<file path="config.mk">
export PLATFORM = sky130hd
export DESIGN_NAME = sdram_arbiter
export DESIGN_NICKNAME = d
export VERILOG_FILES = /design/src/rtl/sdram_arbiter.sv
export SDC_FILE = /design/constraint.sdc
export NUM_CORES = 1
export LEC_CHECK = 0
export ABC_AREA = 1
export ABC_CLOCK_PERIOD_IN_PS = 1800
export CORE_MARGIN = 2
export CORE_UTILIZATION = 42
export DETAILED_ROUTE_END_ITERATION = 8
export GPL_TIMING_DRIVEN = 0
export HOLD_SLACK_MARGIN = 0.08
export PLACE_DENSITY_LB_ADDON = 0.2
export SLEW_MARGIN = 10
export SYNTH_ARGS = -nofsm -noshare
export SYNTH_HDL_FRONTEND = slang
export SYNTH_SLANG_ARGS = --single-unit
</file>
<file path="constraint.sdc">
create_clock -name clk25m -period 1.8 [get_ports clk25m]
set_input_delay 0.27 -clock clk25m [delete_from_list [all_inputs] [get_ports clk25m]]
set_output_delay 0.27 -clock clk25m [all_outputs]
set_load 0.1 [all_outputs]
</file>
<file path="src/rtl/sdram_arbiter.sv">
// Two-port arbiter and sequencer in front of the 16-bit SDRAM controller.
// The data port normally wins. After MAX_STREAK consecutive data grants, a waiting ifetch is forced through.
module sdram_arbiter #(
    parameter int unsigned MAX_STREAK = 4
) (
    input  logic        clk25m,
    input  logic        rst,
    input  logic        if_req,
    input  logic [24:0] if_addr,
    output logic [31:0] if_rdata,
    output logic        if_done,
    output logic        if_err,
    input  logic        d_req,
    input  logic [24:0] d_addr,
    input  logic        d_we,
    input  logic [1:0]  d_width,
    input  logic [31:0] d_wdata,
    output logic [31:0] d_rdata,
    output logic        d_done,
    output logic        d_err,
    output logic        mem_enable,
    output logic [23:0] mem_addr,
    output logic        mem_odd,
    output logic        mem_write,
    output logic [31:0] mem_wdata,
    output logic [1:0]  mem_width,
    input  logic [31:0] mem_rdata,
    input  logic        mem_ready
);

    localparam int unsigned SW     = $clog2(MAX_STREAK + 1);
    localparam logic [1:0]  W_BYTE = 2'b00;
    localparam logic [1:0]  W_HALF = 2'b01;
    localparam logic [1:0]  W_WORD = 2'b10;
    localparam logic [1:0]  W_BAD  = 2'b11;

    typedef enum logic [1:0] {IDLE, ISSUE, WAIT_LOW, WAIT_HIGH} state_t;

    state_t        state_q;
    logic          owner_if_q;
    logic [SW-1:0] streak_q;

    logic          grant_c;
    logic          pick_if_c;
    logic          pick_err_c;
    logic [31:0]   shifted_c;
    logic [31:0]   rd_fmt_c;

    // Arbitration and grant-time error check
    always_comb begin
        grant_c    = (state_q == IDLE) && mem_ready && (if_req || d_req);
        pick_if_c  = if_req && (!d_req || (streak_q == SW'(MAX_STREAK)));
        pick_err_c = pick_if_c ? if_addr[0]
                               : ((d_width == W_BAD) || ((d_width == W_WORD) && d_addr[0]));
    end

    // Odd accesses arrive from the controller one byte high
    always_comb begin
        shifted_c = mem_odd ? {8'h00, mem_rdata[31:8]} : mem_rdata;
        case (mem_width)
            W_BYTE:  rd_fmt_c = {24'h000000, shifted_c[7:0]};
            W_HALF:  rd_fmt_c = {16'h0000, shifted_c[15:0]};
            default: rd_fmt_c = shifted_c;
        endcase
    end

    always_ff @(posedge clk25m) begin
        if (rst) begin
            state_q    <= IDLE;
            owner_if_q <= 1'b0;
            streak_q   <= '0;
            if_rdata   <= '0;
            if_done    <= 1'b0;
            if_err     <= 1'b0;
            d_rdata    <= '0;
            d_done     <= 1'b0;
            d_err      <= 1'b0;
            mem_enable <= 1'b0;
            mem_addr   <= '0;
            mem_odd    <= 1'b0;
            mem_write  <= 1'b0;
            mem_wdata  <= '0;
            mem_width  <= '0;
        end else begin
            mem_enable <= 1'b0;
            if_done    <= 1'b0;
            if_err     <= 1'b0;
            d_done     <= 1'b0;
            d_err      <= 1'b0;
            if (!if_req) begin
                streak_q <= '0;
            end

            case (state_q)
                IDLE: begin
                    if (grant_c) begin
                        if (pick_err_c) begin
                            if (pick_if_c) if_err <= 1'b1;
                            else           d_err  <= 1'b1;
                        end else begin
                            owner_if_q <= pick_if_c;
                            mem_enable <= 1'b1;
                            state_q    <= ISSUE;
                            if (pick_if_c) begin
                                mem_addr  <= if_addr[24:1];
                                mem_odd   <= if_addr[0];
                                mem_write <= 1'b0;
                                mem_wdata <= '0;
                                mem_width <= W_WORD;
                                streak_q  <= '0;
                            end else begin
                                mem_addr  <= d_addr[24:1];
                                mem_odd   <= d_addr[0];
                                mem_write <= d_we;
                                mem_wdata <= d_wdata;
                                mem_width <= d_width;
                                if (if_req && (streak_q < SW'(MAX_STREAK))) begin
                                    streak_q <= streak_q + SW'(1);
                                end
                            end
                        end
                    end
                end
                ISSUE: state_q <= WAIT_LOW;
                WAIT_LOW: begin
                    if (!mem_ready) state_q <= WAIT_HIGH;
                end
                WAIT_HIGH: begin
                    if (mem_ready) begin
                        state_q <= IDLE;
                        if (owner_if_q) begin
                            if_done <= 1'b1;
                            if (!mem_write) if_rdata <= rd_fmt_c;
                        end else begin
                            d_done <= 1'b1;
                            if (!mem_write) d_rdata <= rd_fmt_c;
                        end
                    end
                end
                default: state_q <= IDLE;
            endcase
        end
    end

endmodule

</file>
Yosys cells after proc, flatten, opt, wreduce, memory -nomap -nowiden
Cells that the tools add are included.
Widths: inputs -> output; s select.
{ "classes": {"bitwise_logic": 7, "mux": 24, "shifts": 0, "magnitude_cmp": 1, "mul": 0, "n_reduce_logical": 18, "n_div": 0, "eq_ne": 11, "add_sub_neg": 1} }
{ "op_table": {"columns": ["operator", "count"], "rows": [
  ["$mux 32", 2],
  ["$pmux 32 s2", 1],
  ["$mux 24", 1],
  ["$mux 3", 6],
  ["$reduce_and 4->1", 3],
  ["$mux 2", 5],
  ["$eq 2x2->1 const B", 4],
  ["$mux 1", 8],
  ["$ne 2x2->1 const B", 4],
  ["$pmux 2 s4", 1],
  ["$not 1->1", 7],
  ["$reduce_or 3->1", 2],
  ["$logic_and 1x1->1", 5],
  ["$eq 2x1->1 const B", 2],
  ["$logic_not 2->1", 2],
  ["$reduce_or 4->1", 1],
  ["$add 3x1->3 const B", 1],
  ["$eq 3x3->1 const B", 1],
  ["$logic_or 1x1->1", 3],
  ["$lt 3x3->1 const B", 1],
  ["$reduce_and 3->1", 1],
  ["$logic_not 1->1", 1]
]} }
{ "word_totals": {"reg_bits": 135, "output_inout_bits": 129, "latchBits": 0, "romBits": 0, "n_memories": 0, "inputBits": 122, "ramBits": 0} }

Depth between registers and ports, before layout
{ "logic_depth": {"ltp_word": 7, "mapped_depth": 12} }

Worst setup path after synthesis
Ideal clock, no wire load.
{ "synth_path": {"path_type": "register to register", "from": "register mem_width[1]", "to": "register d_rdata[29]", "setup_time_ns": 0.070, "period_less_slack_ns": 1.951, "arrival_ns": 1.881, "path_slack_ns": -0.151, "n_path_buf": 1, "required_ns": 1.730, "stages_incl_launch_ff": 8, "cell_sequence": "dfxtp_1 > buf_2 > inv_1 > nor2_1 > inv_1 > nor2_1 > nand2_1 > a21oi_1"} }
{ "synth_between": {"elab_chain_cells": 2, "word_cells_on_any_way": 3, "cone_classes": "eq/ne (1); mux (1); reduce/logical (1)"} }
{ "synth_lines": {"columns": ["item", "line_no", "rtl"], "rows": [
  ["start: declaration", "26", "output logic [1:0] mem_width,"],
  ["start signal: assignment", "116", "mem_width <= d_width;"],
  ["$eq 2x1->1 or $logic_not 2->1 (tied branches)", "60", "case (mem_width)"],
  ["$pmux 32 s2 (*)", "60", null],
  ["end signal: assignment", "136", "if (!mem_write) d_rdata <= rd_fmt_c;"],
  ["end: declaration", "18", "output logic [31:0] d_rdata,"]
]} }
Mark *: on every way between the ends. The rest lies on a longest branch, timed or not.
A chain may end at the register's enable or synchronous reset.

Final worst setup path
{ "layout_path": {"from": "register state_q[0]", "to": "register mem_wdata[29]"} }
{ "layout_between": {"elab_chain_cells": 4} }
{ "layout_lines": {"columns": ["item", "line_no", "rtl"], "rows": [
  ["start: declaration", "39", "state_t state_q;"],
  ["start signal: assignment", "69", "state_q <= IDLE;"],
  ["start signal: assignment", "103", "state_q <= ISSUE;"],
  ["start signal: assignment", "124", "ISSUE: state_q <= WAIT_LOW;"],
  ["$logic_not 2->1 (*)", "51, 94", null],
  ["$logic_and 1x1->1 (2 in a row)", "51", "grant_c = (state_q == IDLE) && mem_ready && (if_req || d_req);"],
  ["$reduce_and 3->1 (no line) (*)", null, null],
  ["end signal: assignment", "115", "mem_wdata <= d_wdata;"],
  ["end: declaration", "25", "output logic [31:0] mem_wdata,"]
]} }
Marks and branches as above.

==> flow_metrics.tcl <==
set metrics [dict create \
    status "complete, no violations" \
    die_area_mm2 0.0143 \
    synth_warnings 0 \
    critical_path_required_ns 2.11 \
    fin_skew_ns 0.00717 \
    final-hold-violation-count 0 \
    clkLatencyLatePin_ns 0.42 \
    netlist_instances 800 \
    drc_errors 0 \
    hold_buffers 0 \
    synth_nets 927 \
    cpPeakStageDelay_ns 0.31 \
    r2r-start "state_q[0]" \
    regToRegSetupSlack_ns 0.09 \
    start_kind "register" \
    ctsRootBufferMaster "clkbuf_16" \
    start_util 0.427 \
    clock_sink_count 135 \
    max_freq_ghz 0.586 \
    period_share 0.948 \
    die_w_um 120 \
    ff2ff_path_depth 9 \
    grt_usage 0.262 \
    synth.area.top_cells "dfxtp_1 48%, nand2_1 17%, nor2_1 7.1%" \
    routed_wirelength_mm 18.6 \
    row_count 42 \
    cp_slowest_cell "dfxtp_1" \
    final_cells 1256 \
    worstMarginPinSlew_ns 0.581 \
    yosysSeqAreaShare 0.482 \
    syn_area_per_cell_um2 7.01 \
    grt_pass1_vias 5736 \
    ioPinCount 251 \
    diodes 0 \
    powerDensity_mw_per_mm2 1090 \
    critPathBufInv 3 \
    crit_fanout 10 \
    hp-class "in2reg" \
    min_path_cells 3 \
    htree_num_levels 4 \
    dpl-instance-area_mm2 0.00832 \
    ir_worst_vdd_mv 0.534 \
    setup_viol 0 \
    port_buffers 249 \
    crit_path_cell_trace "inv_1 -> ha_1 -> nand2_1 -> nor2_4 -> nand3_4 -> buf_4 -> buf_2 -> o21ai_1 -> nor2_1" \
    numCtsBuffers 17 \
    max_cap_violations 0 \
    viasPerCell 4.85 \
    place_inst 1225 \
    min_from "if_req" \
    antenna_found_initial 0 \
    synth_top_area_share 0.482 \
    cts_tree "yes" \
    yosysTopAreaCell "dfxtp_1" \
    antenna_left 0 \
    synth_area_mm2 0.00561 \
    relSlewSlack 0.612 \
    r2r_end "mem_wdata[29]" \
    grt_pass1_wl_mm 29.2 \
    grt_max_degree 17 \
    core-area_mm2 0.0131 \
    cp_top_family "simple AND/OR/NAND/NOR gates" \
    arrival_ns 2.02 \
    synth_top_flop_cell "dfxtp_1" \
    synth-edff-count 0 \
    final_util 0.697 \
    drive_gt1_frac 0.197 \
    worstSetupPathDepth 9 \
    path_clk_slew_ns 0.05 \
    p_leak_uw 0.00378 \
    place.gp.congestion 0.892 \
    first_iter_violations 431 \
    ys_ff_latch 135 \
    firstDrtPassIters 5 \
    avgRoutedWirePerCell_um 14.8 \
    globalRouteOverflowTotal 0 \
    clk_path_buf_depth 2 \
    end_kind "register" \
    yosysMostFrequentCell "nand2_1" \
    synth_common_cells "247 x nand2_1, 135 x dfxtp_1, 106 x nor2_1" \
    ys_types 27 \
    fin_nets 1198 \
    fp.dieH_um 120 \
    path_class "reg2reg" \
    syn2layout_area_growth_pct 63.3 \
    dpl.hpwl_mm 13.8 \
    period_minus_slack_ns 1.71 \
    maxSlewViolCount 0 \
    dr_total_vias 6086 \
    min_to "streak_q[2]" \
    stdcell_area_mm2 0.00916 \
    synth-async-reset-ratio 0 \
]
## per-stage QoR
step                      hold WS (ns)  setup TNS [ns]  total power, uW  setup WS, ns
after floorplan                  0.354               0             5880        0.0721
after global placement           0.449          -20.63             6810        -0.286
after detailed placement         0.453          -19.80             6840        -0.275
after CTS                        0.137               0             9960       0.00186
after global routing             0.169         -0.0455            10400       -0.0225
final                            0.157               0             9980        0.0934
## layout make-up
| type | count | area (um2) |
|---|---|---|
| well taps | 176 | 220 |
| multi-input cells | 554 | 2440 |
| fillers | 1109 | 3980 |
| repair buffers | 252 | 2700 |
| plain buffers | 48 | 310 |
| inverters | 63 | 245 |
| clock buffers | 24 | 482 |
| clock inverters | 4 | 47.5 |
| flip-flops and latches | 135 | 2710 |
## flip-flops by register name (all words and copies together) (netlist names), 2 cells and up
register,cells
state_q,2
if_rdata,32
mem_width,2
mem_addr,24
d_rdata,32
streak_q,3
mem_wdata,32
## placed cells by master, fill, tap and decap left out, drive strengths merged
cell / Yosys / routed
clkbuf: 17 / 46
nor2: 109 / 109
dfxtp: 135 / 135
nand4: 2 / 2
buf: 31 / 29
nand3: 11 / 11
clkdlybuf4s15: 0 / 129
clkdlybuf4s50: 0 / 120
bufinv: 0 / 1
nand2: 248 / 248
o31ai: 1 / 1
clkinvlp: 0 / 2
a21oi: 78 / 78
inv: 61 / 61
nor3: 7 / 7
o21ai: 92 / 92
a211oi: 1 / 1
ha: 5 / 5
clkinv: 2 / 3
## timing repair
action                                  in CTS  in global routing
pin swaps                                    0                  2
gates resized for setup                    395                 29
cloned                                       0                  0
setup buffers                                0                  3
endpoints found under the setup margin     169                127
## worst max path at each step
stage	start	end	slack (ns)
after floorplan	mem_width[0]	d_rdata[13]	0.07
after global placement	mem_ready	if_rdata[21]	-0.29
after detailed placement	mem_ready	if_rdata[21]	-0.27
after CTS	state_q[1]	if_rdata[6]	0.002
after global routing	state_q[1]	if_rdata[12]	-0.02
final	state_q[0]	mem_wdata[29]	0.09
## kinds of logic after synthesis
kind of cell / count (synthesis) / synth area share
buf+inv: 111 / 0.0897
compound gates: 172 / 0.154
flops: 135 / 0.482
simple gates: 377 / 0.263
fa+ha+maj: 5 / 0.0112
## tightest hold or removal path, cell delays in order
cell and delay, ns:
buf_4 0.15, nand2_1 0.07, a21oi_1 0.03
## power breakdown
part / switching [uW] / total, uW / leakage (uW) / internal [uW]
Combinational: 2490 / 3450 / 0.00243 / 965
Clock: 1210 / 3180 / 0.000258 / 1970
Sequential: 120 / 3350 / 0.00110 / 3230
Total: 3820 / 9980 / 0.00378 / 6170
## routing by layer
metal,up-vias,global-route usage,routed length (um)
met5,-,0,0
met4,0,0.114,610
met3,43,0.0632,1260
met2,239,0.423,8870
met1,2741,0.334,7860
li1,3063,-,-
No activity file was read; power rests on OpenSTA's default activity.
